==> src/rtl/aim_servo_pkg.sv <==
// rtl/aim_servo_pkg.sv - shared types, default timing and clamp helper for the aim servo controller
package aim_servo_pkg;

  typedef enum logic [1:0] {
    HOLD   = 2'd0,
    TRACK  = 2'd1,
    SEARCH = 2'd2
  } servo_state_e;

  localparam int DEF_PWM_PERIOD   = 500000;
  localparam int DEF_PULSE_MIN    = 25000;
  localparam int DEF_PULSE_MAX    = 50000;
  localparam int DEF_PULSE_CENTER = 37500;

  // Adds a signed delta to a pulse width and clamps the result into [lo, hi].
  function automatic logic [15:0] sat_add(
    input logic signed [17:0] base,
    input logic signed [17:0] delta,
    input logic signed [17:0] lo,
    input logic signed [17:0] hi
  );
    logic signed [17:0] sum;
    sum = base + delta;
    if (sum < lo) return 16'(lo);
    if (sum > hi) return 16'(hi);
    return 16'(sum);
  endfunction

endpackage

==> src/rtl/servo_pwm_gen.sv <==
// rtl/servo_pwm_gen.sv - PWM comparator with width latched at period wrap
module servo_pwm_gen #(
  parameter int CNT_W = 19
) (
  input  logic             clk,
  input  logic             reset,
  input  logic [CNT_W-1:0] i_cnt,
  input  logic             i_wrap,
  input  logic [15:0]      i_width,
  output logic             o_pwm
);

  logic [15:0] r_active;
  logic        r_pwm;

  // Width only changes at the period boundary so a pulse is never truncated.
  always_ff @(posedge clk or posedge reset) begin
    if (reset) begin
      r_active <= 16'd0;
      r_pwm    <= 1'b0;
    end else begin
      if (i_wrap) r_active <= i_width;
      r_pwm <= (32'(i_cnt) < 32'(r_active));
    end
  end

  assign o_pwm = r_pwm;

endmodule

==> src/rtl/aim_servo_ctrl.sv <==
// rtl/aim_servo_ctrl.sv - per-frame pan/tilt servo aiming with tracking, hold and sweep search
module aim_servo_ctrl
  import aim_servo_pkg::*;
#(
  parameter int PWM_PERIOD   = DEF_PWM_PERIOD,
  parameter int PULSE_MIN    = DEF_PULSE_MIN,
  parameter int PULSE_MAX    = DEF_PULSE_MAX,
  parameter int PULSE_CENTER = DEF_PULSE_CENTER,
  parameter int SCREEN_CX    = 320,
  parameter int SCREEN_CY    = 240,
  parameter int DEADBAND     = 16,
  parameter int GAIN_SHIFT   = 2,
  parameter int MAX_STEP     = 500,
  parameter int SWEEP_STEP   = 250,
  parameter bit PAN_INV      = 1'b0,
  parameter bit TILT_INV     = 1'b0
) (
  input  logic        clk,
  input  logic        reset,
  input  logic        v_sync,
  input  logic [9:0]  aim_x,
  input  logic [9:0]  aim_y,
  input  logic        aim_detected,
  input  logic        target_off,
  output logic        pan_pwm,
  output logic        tilt_pwm,
  output logic [15:0] pan_pulse,
  output logic [15:0] tilt_pulse,
  output logic [1:0]  state_out,
  output logic        on_target
);

  localparam int CNT_W = $clog2(PWM_PERIOD);
  localparam logic signed [17:0] L_MIN      = 18'(PULSE_MIN);
  localparam logic signed [17:0] L_MAX      = 18'(PULSE_MAX);
  localparam logic signed [17:0] L_CENTER   = 18'(PULSE_CENTER);
  localparam logic signed [17:0] L_STEP_MAX = 18'(MAX_STEP);
  localparam logic signed [17:0] L_SWEEP    = 18'(SWEEP_STEP);
  localparam logic signed [10:0] L_CX       = 11'(SCREEN_CX);
  localparam logic signed [10:0] L_CY       = 11'(SCREEN_CY);
  localparam logic [10:0]        L_DB       = 11'(DEADBAND);

  logic             r_vsync_d;
  logic             w_tick;
  servo_state_e     r_state;
  servo_state_e     w_state_next;
  logic [15:0]      r_pan;
  logic [15:0]      r_tilt;
  logic             r_dir_up;
  logic             r_on_target;
  logic [15:0]      w_pan_next;
  logic [15:0]      w_tilt_next;
  logic             w_dir_up_next;
  logic             w_on_next;
  logic signed [10:0] w_ex;
  logic signed [10:0] w_ey;
  logic             w_db_x;
  logic             w_db_y;
  logic signed [17:0] w_pan_s;
  logic signed [17:0] w_tilt_s;
  logic signed [17:0] w_sweep_sum;
  logic signed [17:0] w_tdiff;
  logic [CNT_W-1:0] r_cnt;
  logic             w_wrap;

  function automatic logic [10:0] abs11(input logic signed [10:0] e);
    return e[10] ? 11'(-e) : 11'(e);
  endfunction

  // Proportional step toward the setpoint for one axis; deadband yields no motion.
  function automatic logic [15:0] track_axis(
    input logic [15:0]        pulse,
    input logic signed [10:0] err,
    input logic               inv
  );
    logic [10:0]        mag;
    logic signed [17:0] step;
    logic               up;
    mag  = abs11(err);
    step = 18'(mag) << GAIN_SHIFT;
    if (step > L_STEP_MAX) step = L_STEP_MAX;
    up = (!err[10] && (err != 11'sd0)) ^ inv;
    if (mag <= L_DB) return pulse;
    return sat_add($signed({2'b00, pulse}), up ? step : -step, L_MIN, L_MAX);
  endfunction

  // v_sync_d resets high so the first cycle out of reset cannot produce a tick.
  always_ff @(posedge clk or posedge reset) begin
    if (reset) r_vsync_d <= 1'b1;
    else       r_vsync_d <= v_sync;
  end
  assign w_tick = v_sync & ~r_vsync_d;

  always_ff @(posedge clk or posedge reset) begin
    if (reset) r_state <= HOLD;
    else       r_state <= w_state_next;
  end

  always_comb begin
    w_state_next = r_state;
    if (w_tick) begin
      if (aim_detected)    w_state_next = TRACK;
      else if (target_off) w_state_next = SEARCH;
      else                 w_state_next = HOLD;
    end
  end

  always_comb begin
    state_out = r_state;
  end

  assign w_ex     = $signed({1'b0, aim_x}) - L_CX;
  assign w_ey     = $signed({1'b0, aim_y}) - L_CY;
  assign w_db_x   = (abs11(w_ex) <= L_DB);
  assign w_db_y   = (abs11(w_ey) <= L_DB);
  assign w_pan_s  = $signed({2'b00, r_pan});
  assign w_tilt_s = $signed({2'b00, r_tilt});
  assign w_sweep_sum = r_dir_up ? (w_pan_s + L_SWEEP) : (w_pan_s - L_SWEEP);
  assign w_tdiff  = L_CENTER - w_tilt_s;

  always_comb begin
    w_pan_next    = r_pan;
    w_tilt_next   = r_tilt;
    w_dir_up_next = r_dir_up;
    w_on_next     = r_on_target;
    if (w_tick) begin
      w_on_next = (w_state_next == TRACK) && w_db_x && w_db_y;
      case (w_state_next)
        TRACK: begin
          w_pan_next  = track_axis(r_pan, w_ex, PAN_INV);
          w_tilt_next = track_axis(r_tilt, w_ey, TILT_INV);
        end
        SEARCH: begin
          if (r_dir_up && (w_sweep_sum >= L_MAX)) begin
            w_pan_next    = 16'(L_MAX);
            w_dir_up_next = 1'b0;
          end else if (!r_dir_up && (w_sweep_sum <= L_MIN)) begin
            w_pan_next    = 16'(L_MIN);
            w_dir_up_next = 1'b1;
          end else begin
            w_pan_next = 16'(w_sweep_sum);
          end
          // Tilt parks back at centre, rate-limited like tracking.
          if ((w_tdiff <= L_STEP_MAX) && (w_tdiff >= -L_STEP_MAX))
            w_tilt_next = 16'(L_CENTER);
          else if (w_tdiff > 18'sd0)
            w_tilt_next = 16'(w_tilt_s + L_STEP_MAX);
          else
            w_tilt_next = 16'(w_tilt_s - L_STEP_MAX);
        end
        default: ;
      endcase
    end
  end

  always_ff @(posedge clk or posedge reset) begin
    if (reset) begin
      r_pan       <= 16'(PULSE_CENTER);
      r_tilt      <= 16'(PULSE_CENTER);
      r_dir_up    <= 1'b1;
      r_on_target <= 1'b0;
    end else begin
      r_pan       <= w_pan_next;
      r_tilt      <= w_tilt_next;
      r_dir_up    <= w_dir_up_next;
      r_on_target <= w_on_next;
    end
  end

  assign pan_pulse  = r_pan;
  assign tilt_pulse = r_tilt;
  assign on_target  = r_on_target;

  // One shared counter so pan and tilt pulses start on the same cycle.
  assign w_wrap = (r_cnt == CNT_W'(PWM_PERIOD - 1));

  always_ff @(posedge clk or posedge reset) begin
    if (reset)       r_cnt <= '0;
    else if (w_wrap) r_cnt <= '0;
    else             r_cnt <= r_cnt + 1'b1;
  end

  servo_pwm_gen #(.CNT_W(CNT_W)) u_pan_pwm (
    .clk     (clk),
    .reset   (reset),
    .i_cnt   (r_cnt),
    .i_wrap  (w_wrap),
    .i_width (r_pan),
    .o_pwm   (pan_pwm)
  );

  servo_pwm_gen #(.CNT_W(CNT_W)) u_tilt_pwm (
    .clk     (clk),
    .reset   (reset),
    .i_cnt   (r_cnt),
    .i_wrap  (w_wrap),
    .i_width (r_tilt),
    .o_pwm   (tilt_pwm)
  );

endmodule

==> config.mk <==
export PLATFORM = sky130hd
export DESIGN_NAME = aim_servo_ctrl
export DESIGN_NICKNAME = d
export VERILOG_FILES = /design/src/rtl/aim_servo_pkg.sv /design/src/rtl/servo_pwm_gen.sv /design/src/rtl/aim_servo_ctrl.sv
export SDC_FILE = /design/constraint.sdc
export NUM_CORES = 1
export LEC_CHECK = 0
export BUFFER_PORTS_ARGS = -buffer_cell sky130_fd_sc_hd__buf_4
export CAP_MARGIN = 10
export CORE_AREA = 2 2 132 134
export CTS_CLUSTER_DIAMETER = 60
export CTS_CLUSTER_SIZE = 16
export DETAILED_ROUTE_END_ITERATION = 7
export DIE_AREA = 0 0 134 136
export PLACE_DENSITY = 0.79
export SETUP_SLACK_MARGIN = 0.4
export SLEW_MARGIN = 15
export SYNTH_ARGS = -nofsm -noshare
export SYNTH_HDL_FRONTEND = slang
export SYNTH_SLANG_ARGS = --single-unit
==> constraint.sdc <==
create_clock -name clk -period 10.2 [get_ports clk]
set_input_delay 2.04 -clock clk [delete_from_list [all_inputs] [get_ports clk]]
set_output_delay 2.04 -clock clk [all_outputs]
set_load 0.05 [all_outputs]
==> impl_results.md <==
- Run status: finished, final reports clean
- Rel. slew slack: 0.328
- PostCTS Resize Cnt: 0
- Post-synth top area share: 0.181
- Worst path max stage delay: 0.55 ns
- Top FF cell, synth: dfrtp_1
- Number of setup violations in the final report: 0
- Full die area: 18200 sq um
- Req. time, crit path: 10.47 ns
- Skew final: 0.00918 ns
- Sink Count: 84
- Crit share post-route: 0.841
- Most area-consuming cells after synthesis: dfrtp_1, ha_1, dfstp_2, nand2_1, o21ai_0
- Share of the yosys chip area belonging to registers: 0.233
- Synth Area in XOR/XNOR: 0.0760
- Largest family of logic cells by synthesized area: compound AO/OA/AOI/OAI gates
- Fin. max-slew vios: 0
- Via count: 8781
- GR Util met2: 0.437
- Yosys warnings: 0
- CP Data Arrival Time: 8.85 ns
- GR Layer Usage met1: 0.359
- EDFF count, synth: 0
- Combinational power share: 0.639
- Setup Fix Bufs, Post-CTS: 0
- Crit start category: input pin
- Internal: 1.29 mW
- Post-synth ARST share: 1.00
- # hold bufs at CTS: 0
- Synth Area in Adders: 0.121
- Switch share: 0.511
- Clock Tree Buf Depth: 2
- Mapped cell area: 9110 sq um
- VDD IR max: 0.237 mV
- Tmin final: 8.58 ns
- Syn-to-layout area delta: 9.13%
- CP Class: in -> reg
- HPWL after detailed placement: 17800 um
- Clock slew seen by the registers of the worst setup and hold paths: 0.06 ns
- Die width: 134 um
- Dpl cells: 1396
- DRC: 0
- Antenna violations before repair: 0
- Largest net degree at the start of global routing: 85
- Crit end category: flip-flop
- Post-Layout Cell Count: 1411
- P_sw: 1.35 mW
- GRT Resource Usage Total: 0.262
- Inserted Diodes: 0
- Grt ovf: 0
- Met3 Use GR: 0.0358
- Syn_area_per_cell: 7.84 sq um
- Share of layout cells above drive strength 1: 0.111
- Total CTS buffers: 9
- Fillcell total: 1554
- Synth cell types: 98
- Antenna viol nets, final: 0
- Core area: 16900 sq um
- Pwr per Cell Area: 265 nW/um^2
- Highest clock rate: 0.117 GHz
- Mux cell area share after synthesis: 0.00879
- Leakage power: 4.24 nW
- Worst-Skew Late Latency: 0.35 ns
- Drt via density: 6.22
- Fin. Hold Viols: 0
- Drt total wl: 23600 um
- Min-Delay Path Class: reg -> reg
- Clk Tree Root Cell: clkbuf_16
- Post-Synth Simple-Gate Area: 0.222
- Row count: 48
- CTS tree: built
- # nets final: 1293
- Mapped Cells: 1162
- Clock share of power: 0.134
- Global routing's busiest layer: met2
- H-Tree Depth: 3
- Reg-to-reg slack, setup: 5.40 ns
- Part of the power in registers: 0.227
- Fin Setup TNS: 0 ns
- RSZ-0062 raised after global routing: false
- Initial Utilization: 0.540
- Die height: 136 um
- First-pass GRT wire length: 39200 um
- Flops & latches, synth: 84
- Ports: 62
- Most used cell along the critical path: ha_1
- MaxCap Viol Count: 0
- DR WL/cell: 16.7 um
- Worst Max-Slew Pin Slew: 1.01 ns
- Drt pass-1 iters: 5
- Port Buffer Count: 58
- Post-synthesis compound-gate area fraction: 0.285
- Vias in the first global route: 8071
- Worst path slowest cell: a32oi_2
- Drt first-iter violations: 580
- CP max FO: 14
- Area leader, netlist: dfrtp_1
- Routability cong.: 0.925
-- cells in the final DEF (no fill, tap or decap), types with 6 or more instances in the layout --
cell type,count
nor3b_1,6
nor3_1,33
or2_2,9
nor2_1,89
o22ai_1,7
nand3_1,33
nand2_1,117
o21a_1,17
o21bai_1,7
nor4_1,11
clkbuf_16,9
o31ai_1,9
a211oi_1,19
inv_1,69
nand4_1,10
dfstp_2,18
or3_1,9
xnor2_1,46
a21o_1,24
nand2b_1,16
o211ai_1,13
a221o_1,9
and2_1,12
and3_1,11
buf_4,60
ha_1,83
mux2i_1,8
dfrtp_1,66
a21oi_1,76
xor2_1,33
o21ai_0,82
a31oi_1,25
-- per-stage QoR --
stage          worst slack (ns)  hold WS, ns  area, sq um  total power, mW   util
2_1_floorplan              2.39        0.454         9120             1.86      -
3_3_place_gp               1.68        0.481         9630             2.22  0.571
3_5_place_dp               1.43        0.492         9630             2.25  0.571
4_1_cts                    1.78        0.503         9940             2.62  0.589
5_1_grt                    1.28        0.534         9940             2.83  0.589
6_report                   1.62        0.497         9940             2.64  0.589
-- synthesized netlist by cell type (all sizes together), types with 33 or more instances --
master  number
nand2      117
ha          83
xnor2       46
clkbuf      42
nand3       33
dfrtp       66
nor2        89
inv         70
a21oi       76
xor2        33
o21ai       88
nor3        35
-- sequential cells by signal, summed over array words and instances (netlist names), 2 cells and up --
name and count:
u_tilt_pwm.r_active 14, state_out 2, u_pan_pwm.r_active 15, tilt_pulse 14
r_cnt 19, pan_pulse 15
-- layout make-up --
cell class	instances	area, sq um	share of cell area
timing repair buffer	61	462	0.0464
clock buffer	11	233	0.0234
tap	225	282	0.0283
inverter	70	264	0.0266
clock inverter	4	73.8	0.00743
sequential	84	2120	0.214
multi-input combinational	956	6500	0.654
-- logic make-up (layout without fill, tap and decap cells) --
| family | Yosys count | count (layout) |
|---|---|---|
| and+or+nand+nor | 402 | 402 |
| buffers and inverters | 124 | 146 |
| xor gates and xnor gates | 79 | 79 |
| AOI/OAI and AO/OA | 378 | 378 |
| adders and majority gates | 86 | 86 |
| other | 1 | 3 |
| DFF | 84 | 84 |
| muxes | 8 | 8 |
-- power by group through the flow --
stage | Sequential, mW | Clock [mW] | Combinational, mW
floorplan | 0.669 | 0 | 1.19
global route | 0.608 | 0.370 | 1.85
finish | 0.598 | 0.353 | 1.68
detailed placement | 0.600 | 0 | 1.65
global placement | 0.600 | 0 | 1.62
CTS | 0.594 | 0.356 | 1.67
-- critical path: cells and delay by family --
| kind | cells | cell delay (ns) |
|---|---|---|
| buffers and inverters | 2 | 0.21 |
| adders and majority gates | 3 | 0.78 |
| and+or+nand+nor | 7 | 2.06 |
| AOI/OAI and AO/OA | 13 | 3.78 |
-- path summary, 6_finish.rpt --
check | endpoint | start | cells past startpoint
min in group asynchronous | on_target$_DFFE_PP0P_ | reset | 3
worst max-delay path | pan_pulse[6]$_DFFE_PP1P_ | aim_x[6] | 25
worst min register to register | on_target$_DFFE_PP0P_ | on_target$_DFFE_PP0P_ | 2
worst max register to register | tilt_pulse[15]$_DFFE_PP1P_ | tilt_pulse[8]$_DFFE_PP0P_ | 15
max in group asynchronous | u_tilt_pwm.r_active[13]$_DFFE_PP0N_ | reset | 3
worst min-delay path | on_target$_DFFE_PP0P_ | on_target$_DFFE_PP0P_ | 2
-- per-layer routing --
layer / vias up / part of all wire
met5: - / 0
met4: 0 / 0.017
met1: 4154 / 0.46
met3: 39 / 0.050
met2: 257 / 0.47
li1: 4331 / -
Power figures use the tool's default switching activity.
